**src/rtl/tick_interval_timer_if.sv**
```systemverilog
// Control/status bundle for tick_interval_timer: the controller drives the
// strobes and load value, the timer returns busy/expire/count.
interface tick_interval_timer_if #(
   parameter int W = 8
);
   logic         tick_in;
   logic         start;
   logic         stop;
   logic         periodic;
   logic [W-1:0] load_val;
   logic         busy;
   logic         expire;
   logic [W-1:0] count;

   modport master (
      output tick_in, start, stop, periodic, load_val,
      input  busy, expire, count
   );

   modport slave (
      input  tick_in, start, stop, periodic, load_val,
      output busy, expire, count
   );
endinterface

```
**src/rtl/tick_interval_timer.sv**
```systemverilog
// Programmable down-counting interval timer advanced by a prescaler tick;
// one-shot or auto-reload, with a one-cycle expire pulse.
//
//   state | meaning
//   ------+-----------------------------------------------
//   IDLE  | stopped, count held at 0, waiting for start
//   RUN   | counting ticks down from the loaded interval
module tick_interval_timer #(
   parameter int W = 8
) (
   input  logic                  clk,
   input  logic                  reset,
   tick_interval_timer_if.slave  bus
);

   typedef enum logic {
      IDLE = 1'b0,
      RUN  = 1'b1
   } state_t;

   localparam logic [W-1:0] ONE  = W'(1);
   localparam logic [W-1:0] ZERO = '0;

   state_t       state_q,    state_d;
   logic [W-1:0] count_q,    count_d;
   logic [W-1:0] reload_q,   reload_d;
   logic         periodic_q, periodic_d;
   logic         expire_q,   expire_d;

   logic load_ok;
   assign load_ok = bus.start && (bus.load_val != ZERO);

   always_ff @(posedge clk) begin
      if (!reset) begin
         state_q    <= IDLE;
         count_q    <= ZERO;
         reload_q   <= ZERO;
         periodic_q <= 1'b0;
         expire_q   <= 1'b0;
      end else begin
         state_q    <= state_d;
         count_q    <= count_d;
         reload_q   <= reload_d;
         periodic_q <= periodic_d;
         expire_q   <= expire_d;
      end
   end

   always_comb begin
      state_d    = state_q;
      count_d    = count_q;
      reload_d   = reload_q;
      periodic_d = periodic_q;
      expire_d   = 1'b0;

      unique case (state_q)
         IDLE: begin
            if (load_ok) begin
               count_d    = bus.load_val;
               reload_d   = bus.load_val;
               periodic_d = bus.periodic;
               state_d    = RUN;
            end
         end
         RUN: begin
            // stop beats start beats tick; a zero-length start falls through to the tick rule
            if (bus.stop) begin
               count_d = ZERO;
               state_d = IDLE;
            end else if (load_ok) begin
               count_d    = bus.load_val;
               reload_d   = bus.load_val;
               periodic_d = bus.periodic;
            end else if (bus.tick_in) begin
               if (count_q > ONE) begin
                  count_d = count_q - ONE;
               end else begin
                  expire_d = 1'b1;
                  if (periodic_q) begin
                     count_d = reload_q;
                  end else begin
                     count_d = ZERO;
                     state_d = IDLE;
                  end
               end
            end
         end
         default: begin
            state_d = IDLE;
            count_d = ZERO;
         end
      endcase
   end

   assign bus.busy   = (state_q == RUN);
   assign bus.expire = expire_q;
   assign bus.count  = count_q;

endmodule

```
**src/flat_wrapper.sv**
```systemverilog
// flat-port wrapper written by rule: the top's interface ports become plain ports
module tick_interval_timer_flat 
#(
   parameter int W = 8
)
  (clk, reset, bus_tick_in, bus_start, bus_stop, bus_periodic, bus_load_val, bus_busy, bus_expire, bus_count);
  tick_interval_timer_if #(.W(W)) bus_i ();
  input  logic clk;
  input  logic reset;
  input wire logic [$bits(bus_i.tick_in)-1:0] bus_tick_in;
  input wire logic [$bits(bus_i.start)-1:0] bus_start;
  input wire logic [$bits(bus_i.stop)-1:0] bus_stop;
  input wire logic [$bits(bus_i.periodic)-1:0] bus_periodic;
  input wire logic [$bits(bus_i.load_val)-1:0] bus_load_val;
  output wire logic [$bits(bus_i.busy)-1:0] bus_busy;
  output wire logic [$bits(bus_i.expire)-1:0] bus_expire;
  output wire logic [$bits(bus_i.count)-1:0] bus_count;
  assign bus_i.tick_in = bus_tick_in;
  assign bus_i.start = bus_start;
  assign bus_i.stop = bus_stop;
  assign bus_i.periodic = bus_periodic;
  assign bus_i.load_val = bus_load_val;
  assign bus_busy = bus_i.busy;
  assign bus_expire = bus_i.expire;
  assign bus_count = bus_i.count;
  tick_interval_timer #(.W(W)) u_core (.clk(clk), .reset(reset), .bus(bus_i));
endmodule
```
**config.mk**
```make
export PLATFORM = sky130hd
export DESIGN_NAME = tick_interval_timer_flat
export DESIGN_NICKNAME = d
export VERILOG_FILES = /design/src/rtl/tick_interval_timer_if.sv /design/src/rtl/tick_interval_timer.sv /design/src/flat_wrapper.sv
export SDC_FILE = /design/constraint.sdc
export NUM_CORES = 1
export LEC_CHECK = 0
export BUFFER_PORTS_ARGS = -buffer_cell sky130_fd_sc_hd__buf_2
export CORE_MARGIN = 3
export CORE_UTILIZATION = 42
export CTS_CLUSTER_SIZE = 28
export DETAILED_ROUTE_END_ITERATION = 6
export GPL_TIMING_DRIVEN = 0
export SYNTH_ARGS = -nofsm -noshare
export SYNTH_HDL_FRONTEND = slang
export SYNTH_SLANG_ARGS = --single-unit
export TNS_END_PERCENT = 1
```
**constraint.sdc**
```tcl
create_clock -name clk -period 6.1 [get_ports clk]
set_input_delay 0.61 -clock clk [delete_from_list [all_inputs] [get_ports clk]]
set_output_delay 0.61 -clock clk [all_outputs]
set_load 0.03 [all_outputs]
```
# After elaboration in Yosys (flattened, before gate mapping)
# Cells that the tools add are included.
dict set report totals {
  reg_bits 19
  in_bits 14
  out_inout_bits 10
  elab_cells 38
}
dict set report op_classes {
  addsub 1
  magnitude_cmp 1
  n_eq_ne 3
  muxes 21
  bitwise 3
  n_reduce_logical 4
}
# op n
set ops {}
lappend ops {{two-way mux 8 bit} 8}
lappend ops {{case mux 8 bit (2 select lines)} 2}
lappend ops {{two-way mux 1 bit} 9}
lappend ops {{greater-than comparator 8 x 1 -> 1 bit, second input constant} 1}
lappend ops {{nonzero test 8 bit} 1}
lappend ops {{subtractor 8 x 1 -> 8 bit, second input constant} 1}
lappend ops {{OR reduction 5 bit} 1}
lappend ops {{inequality test 4 bit, second input constant} 1}
lappend ops {{case mux 1 bit (2 select lines)} 2}
lappend ops {{NOT 1 bit} 3}
lappend ops {{inequality test 2 x 1 -> 1 bit, second input constant} 1}
lappend ops {{inequality test 2 bit, second input constant} 1}
lappend ops {{AND reduction 2 bit} 1}
lappend ops {{logical AND 1 bit} 1}

# Depth between registers and ports, before layout
# Gate-level depths: netlist (run 1).
dict set report depth {
  ltp_word 6
  ltp_mapped 8
  depth_no_buf 7
}

# Worst setup path before layout (run 1)
# Ideal clock, no wire load.
dict set report synth_timing {
  path_kind {register -> register}
  start {reg u_core.count_q[0], in the netlist u_core.bus.count[0]}
  end {reg u_core.count_q[0], in the netlist u_core.bus.count[0]}
  setup_time_ns 0.117
  arrival_ns 2.104
  required_ns 5.983
  setup_slack_ns 3.878
  stages_incl_launch_ff 8
  n_path_buf 1
  period_less_slack_ns 2.222
  path_cell_list {dfxtp_1 inv_1 ha_1 or2_2 and3_1 clkbuf_1 a311o_1 a32o_1}
}
dict set report synth_between {
  elab_chain_len 6
  elab_cells_between_ends 7
  cone_classes {1 x add/sub; 1 x order compare; 5 x mux}
}
# item line_no
set synth_rtl {}
lappend synth_rtl {{start: declaration} tick_interval_timer.sv:25} ;# logic [W-1:0] count_q, count_d;
lappend synth_rtl {{start signal: assignment} tick_interval_timer.sv:42} ;# count_q <= count_d;
lappend synth_rtl {{subtractor 8 x 1 -> 8 bit / greater-than comparator 8 x 1 -> 1 bit (equally long branches)} {tick_interval_timer.sv:76, tick_interval_timer.sv:75}}
lappend synth_rtl {{two-way mux 8 bit (*)} tick_interval_timer.sv:75} ;# if (count_q > ONE) begin
lappend synth_rtl {{two-way mux 8 bit (*)} tick_interval_timer.sv:74} ;# end else if (bus.tick_in) begin
lappend synth_rtl {{two-way mux 8 bit (*)} tick_interval_timer.sv:70} ;# end else if (load_ok) begin
lappend synth_rtl {{two-way mux 8 bit (*)} tick_interval_timer.sv:67} ;# if (bus.stop) begin
lappend synth_rtl {{case mux 8 bit (2 select lines) (*)} tick_interval_timer.sv:56} ;# unique case (state_q)
# Mark *: on every way between the ends. The rest lies on a longest branch, timed or not. The select of a mux whose other input is x is not followed.
# A chain may end at the register's enable or synchronous reset.

# Final worst setup path (run 1)
# Ends and elaborated chain as after synthesis.

==> summary.md, run 1 <==
| Metric | Value |
|---|---|
| Postcts setup bufs | 0 |
| # clock sinks | 19 |
| Post-DR vias/cell | 5.75 |
| Global-route usage over all layers | 19.7% |
| Pin count of the biggest net entering global routing | 11 |
| Syn_nets | 161 |
| Top FF cell, synth | dfxtp_1 |
| Cells after Synth | 145 |
| Worst skew pair latency | roughly 0.29 ns |
| Global-route wire length before repair | between 5000 and 6000 um |
| Max Fclk | 444 MHz |
| Synth Area per Inst | 7.90 um^2 |
| Total Routed Length | 2990 um |
| Vias in the first global route | 1,112 |
| Status | finished, final reports clean |
| Post-DP HPWL | 2290 um |
| Final setup TNS | 0 ns |
| Max Cap Viol | 0 |
| #FFs+latches synth | 19 |
| Ant. Diodes | 0 |
| Routability cong. | 0.849 |
| Fin crit share | between 30% and 40% |
| WS Path Type | flop to flop |
| # IOs | 24 |
| Share of cells above drive strength 1 | 22.2% |
| Post-synth top area share | 33.2% |
| Final Skew | 0.00849 ns |
| GR Overflow Total | 0 |
| RSZ-0062 raised after global routing | false |
| Crit path max fanout | 7 |
| Peak supply drop | 0.000121 V |
| Iter 0 DRT Violations | 50 |
| CTS root buffer | clkbuf_4 |
| Initial antenna violation count | 0 |
| Post-CTS Hold Buffers | 0 |
| Max_slew headroom | 48.0% |
| Post-synth EDFFs | 0 |
| Worst-Margin Slew | 0.773 ns |
| Yosys top cell by area | dfxtp_1 |
| Largest cells by area after synthesis | dfxtp_1 (33%), nor2_1 (6.9%), a21oi_1 (5.2%), mux2i_1 (5.2%), nand2_1 (4.6%) |
| Nets | 188 |
| H-tree lvl count | 1 |
| Std-Cell Rows | 18 |
| Longest Clk Path Bufs | 2 |
| CTS tree | yes |
| Die area | 3390 um^2 |
| Startpoint Class | flop |
| Vias | ~1,200 |
| Die Span Y | 58.2 um |
| Post-Syn Area | 1150 um^2 |
| Worst hold slack | 0.472 ns |
| Final min period | 2.25 ns |
| WP data required | 6.30 ns |
| Most frequent cell after synthesis | nor2_1 |
| Synth unique cells | 42 |
| Ys async rst share | 0% |
| Final ANT Viol Nets | 0 |
| DR pass1 iterations | 4 |
| Core area | 2540 um^2 |
| Initial Util | a little under half |
| Reg clk slew, reported paths | 0.11 ns |
| Commonest cells in the synthesized netlist | nor2_1 (21), dfxtp_1 (19), nand2_1 (14), a21oi_1 (12), nand3_1 (10) |
| Synth warn | 0 |
| Post-synthesis sequential area ratio | 33.2% |
| CTS resizes | 0 |
| Area delta synth->final | 15.2% |
| Worst hold path class | flop to flop |
| WL/cell | 14.9 um |
| Fillers | 286 |
| Final-report hold violation count | 0 |
| Fin. max-slew vios | 0 |
| Setup crit end kind | flop |
| LEAKAGE | 0.559 nW |
| Setup-failing EPs final | 0 |
| I/O Buffers | 22 |
| DRC | 0 |
| Critical Path AT | 2.46 ns |
| Power per Cell Area | between 200 and 250 nW/um^2 |
| Die extent in x | between 50 and 60 um |
| TritonCTS Buffers | 3 |
==> metal layers <==
metal  vias to the layer above  wire (um)  track usage [%]  part of all wire [%]
met3                         4        156             2.90                   5.2
met4                         0         28             6.62                  0.94
met2                        29       1300             30.6                    44
li1                        594          -                -                     -
met1                       528       1500             27.6                    50
met5                         -          0                0                     0
==> cells in the final DEF, fill, tap and decap left out, types with 2 or more instances in the layout <==
| master | count |
|---|---|
| buf_4 | 5 |
| nor2_1 | 21 |
| or4_1 | 4 |
| ha_1 | 2 |
| a31oi_1 | 2 |
| o41ai_1 | 2 |
| clkbuf_1 | 2 |
| nor4_1 | 6 |
| clkbuf_4 | 3 |
| nand2b_1 | 3 |
| dfxtp_1 | 19 |
| nor3_1 | 3 |
| a32o_1 | 2 |
| nand2_1 | 14 |
| mux2i_1 | 6 |
| a21o_1 | 2 |
| a21oi_1 | 12 |
| o21ai_0 | 5 |
| buf_2 | 23 |
| inv_1 | 3 |
| nand3_1 | 10 |
==> metrics by stage <==
step	std cells	area [um^2]	power [mW]	setup slack [ns]	util [%]
final	201	1320	0.305	3.85	51.9
after global routing	201	1320	0.328	3.74	51.9
after CTS	201	1320	0.308	3.85	51.9
after detailed placement	197	1290	0.244	3.69	50.8
after global placement	197	1290	0.242	3.72	50.8
after floorplan	145	1150	0.216	3.88	-
==> worst paths after layout <==
kind / depth (start not counted) / from / to / slack (ns)
setup / recovery: 7 / u_core.bus.count[0] / u_core.bus.count[0] / 3.85
hold / removal: 2 / u_core.reload_q[7] / u_core.reload_q[7] / 0.47
setup reg to reg: 7 / u_core.bus.count[0] / u_core.bus.count[0] / 3.85
hold reg to reg: 2 / u_core.reload_q[7] / u_core.reload_q[7] / 0.47
==> area by class of cell <==
cell class                 count  area, um^2  share of cell area (%)
inverter                       4        15.0                    1.14
timing repair buffer          22         110                    8.34
multi-input combinational    114         699                    53.0
buffer                         8        51.3                    3.89
tap                           30        37.5                    2.84
sequential                    19         380                    28.8
clock buffer                   4        26.3                    1.99
==> state kept, by name, summed over array words and instances, names as in the netlist <==
name	cells
u_core.bus.busy	1
u_core.bus.count	8
u_core.bus.expire	1
u_core.periodic_q	1
u_core.reload_q	8
==> cell families after synthesis <==
logic type / after synthesis / synth area share, %
AO/OA/AOI/OAI: 39 / 25.1
XOR/XNOR: 1 / 0.764
adder cells (fa/ha/maj): 2 / 2.18
buffers and inverters: 12 / 5.78
flip-flops: 19 / 33.2
multiplexers: 6 / 5.24
AND/OR/NAND/NOR: 66 / 27.7
==> critical path, cell delays in order (launching register included) <==
cell	delay [ns]
dfxtp_1	0.46
inv_1	0.07
ha_1	0.29
or2_2	0.34
and3_1	0.18
clkbuf_1	0.18
a311o_1	0.39
a32o_1	0.24
==> power breakdown <==
group	leakage, nW	total [mW]	internal (mW)	switching [mW]
Clock	0.0150	0.0625	0.0254	0.0370
Combinational	0.387	0.0997	0.0382	0.0616
Sequential	0.157	0.142	0.133	0.00929
No activity file was read; power rests on OpenSTA's default activity.
==> inputs of run 2 (changes only) <==
==> constraint.sdc (replaced) <==
create_clock -name clk -period 2.3 [get_ports clk]
set_input_delay 0.23 -clock clk [delete_from_list [all_inputs] [get_ports clk]]
set_output_delay 0.23 -clock clk [all_outputs]
set_load 0.03 [all_outputs]
==> run 2 against run 1 <==
Worst setup slack got worse by 3.7 ns; die area unchanged; power increased to 2.7 times the previous value; sequential power increased to 2.7 times the previous value; first-iteration DRC count unchanged; sequential share of layout area increased by 0.067 points; core utilization about the same; wire length unchanged; critical path type unchanged.
==> summary.md, run 2 (synthesized netlist as in run 1, its figures left out) <==
| Metric | Value |
|---|---|
| Status | finished, final reports clean |
| # IOs | 24 |
| Commonest cells after routing, fill and taps aside | buf_2 (23), nor2_1 (21), dfxtp_1 (18) |
| Vias in the first global route | roughly 1,100 |
| Die area | 3390 um^2 |
| TritonCTS Buffers | 3 |
| Internal power | 0.522 mW |
| R2R depth | 7 |
| Logic gate share of total power | 32.7% |
| H-tree lvl count | 1 |
| Std-Cell Rows | 18 |
| Max incr delay on CP | between 0.4 and 0.5 ns |
| Peak supply drop | 0.000320 V |
| Final ANT Viol Nets | 0 |
| Pin count of the biggest net entering global routing | 11 |
| Sequential power share | 46.8% |
| DR pass1 iterations | 4 |
| Initial antenna violation count | 0 |
| Fin crit share | 95.2% |
| Clock power share | between 20 and 25% |
| Area delta synth->final | 15.3% |
| CP bufs+invs | 2 |
| CP max-delay cell | dfxtp_1 |
| WS Path Type | flop to flop |
| CP Depth | 7 |
| Worst-Margin Slew | 0.773 ns |
| Final-report hold violation count | 0 |
| Post-DR vias/cell | ~5.7 |
| Final setup TNS | 0 ns |
| Core Util, Final | approximately 52% |
| # clock sinks | 19 |
| CTS root buffer | clkbuf_4 |
| Crit-path cells | inv_1 > ha_1 > or2_2 > and3_1 > clkbuf_1 > a311o_1 > a32o_1 |
| Longest Clk Path Bufs | 2 |
| Iter 0 DRT Violations | 50 |
| Global-route usage over all layers | 19.7% |
| Core area | 2540 um^2 |
| Switching share of power | 35.4% |
| Fin cells | 201 |
| Post-DP HPWL | 2290 um |
| Power per Cell Area | 612 nW/um^2 |
| Critical Path AT | 2.39 ns |
| Worst hold path class | primary input to flop |
| Share of cells above drive strength 1 | 22.8% |
| Switch Pwr | 0.286 mW |
| Die Span Y | 58.2 um |
| Total Routed Length | ~3000 um |
| WP data required | 2.50 ns |
| WL/cell | 14.9 um |
| Die extent in x | approximately 58 um |
| LEAKAGE | around 0.56 nW |
| Setup crit end kind | flop |
| RSZ-0062 raised after global routing | false |
| Commonest non-fill, non-tap cell in the layout | buf_2 |
| Multi-input gate area | between 600 and 700 um^2 |
| Hold Path Depth | 2 |
| Global-route wire length before repair | 5260 um |
| I/O Buffers | 22 |
| Reg clk slew, reported paths | 0.11 ns |
| Post-CTS Hold Buffers | 0 |
| DRC | 0 |
| Startpoint Class | flop |
| Crit path max fanout | 7 |
| Max Fclk | around 460 MHz |
| FF+latch area | 382 um^2 |
| Final Skew | approximately 0.0085 ns |
| Max Cap Viol | 0 |
| Worst skew pair latency | roughly 0.29 ns |
| Routability cong. | approximately 0.85 |
| Nets | 188 |
| Vias | 1,155 |
| Initial Util | a little under half |
| CP top delay family | compound AO/OA/AOI/OAI gates |
| Setup-failing EPs final | 0 |
| Total chip power | 0.808 mW |
| Max_slew headroom | between 40% and 50% |
| GR Overflow Total | 0 |
| CTS tree | yes |
| Ant. Diodes | 0 |
| Fin. max-slew vios | 0 |
| Placed cells | a little under 200 |
| Final min period | 2.19 ns |
| Fillers | 287 |
## run 2: cell counts in the layout (fill, tap and decap cells not counted)
No cell type changed its count.
## run 2: final cells by class
| cell class | count | area share, % |
|---|---|---|
| Multi-Input combinational cell | 114 | 52.9 |
| Inverter | 4 | 1.14 |
| Timing Repair Buffer | 22 | 8.33 |
| Buffer | 8 | 3.88 |
| Tap cell | 30 | 2.84 |
| Clock buffer | 4 | 1.99 |
| Sequential cell | 19 | 28.9 |
## run 2: final timing paths
check	from	to	slack, ns
max reg2reg	u_core.bus.count[1]	u_core.bus.count[0]	0.11
min	bus_stop	u_core.bus.expire	0.15
min reg2reg	u_core.reload_q[7]	u_core.reload_q[7]	0.47
max	u_core.bus.count[1]	u_core.bus.count[0]	0.11
## run 2: per-stage QoR
stage | hold slack (ns) | cell area (um^2) | setup WS [ns]
2_1_floorplan | 0.309 | 1150 | 0.0781
3_3_place_gp | 0.449 | 1290 | 0.107
3_5_place_dp | 0.452 | 1290 | 0.0774
4_1_cts | 0.133 | 1320 | 0.0527
5_1_grt | 0.148 | 1320 | 0.0206
6_report | 0.145 | 1320 | 0.111
## run 2: per-layer routing
metal	share of wire, %	track usage [%]
met1	50	27.6
met2	44	30.6
met3	5.2	2.90
met4	0.94	6.62
met5	0	0
## run 2: what timing repair did
action | 4_1_cts | 5_1_grt
setup buffers | 0 | 0
setup endpoints to repair | 0 | 1
gates resized for setup | 0 | 1
hold endpoints to repair | 0 | 0
## run 2: power by group through the flow
stage | clock network, mW | registers, mW | logic, mW
2_1_floorplan | 0 | 0.408 | 0.166
3_3_place_gp | 0 | 0.384 | 0.259
3_5_place_dp | 0 | 0.385 | 0.263
4_1_cts | 0.174 | 0.377 | 0.264
5_1_grt | 0.191 | 0.383 | 0.296
6_report | 0.166 | 0.378 | 0.265
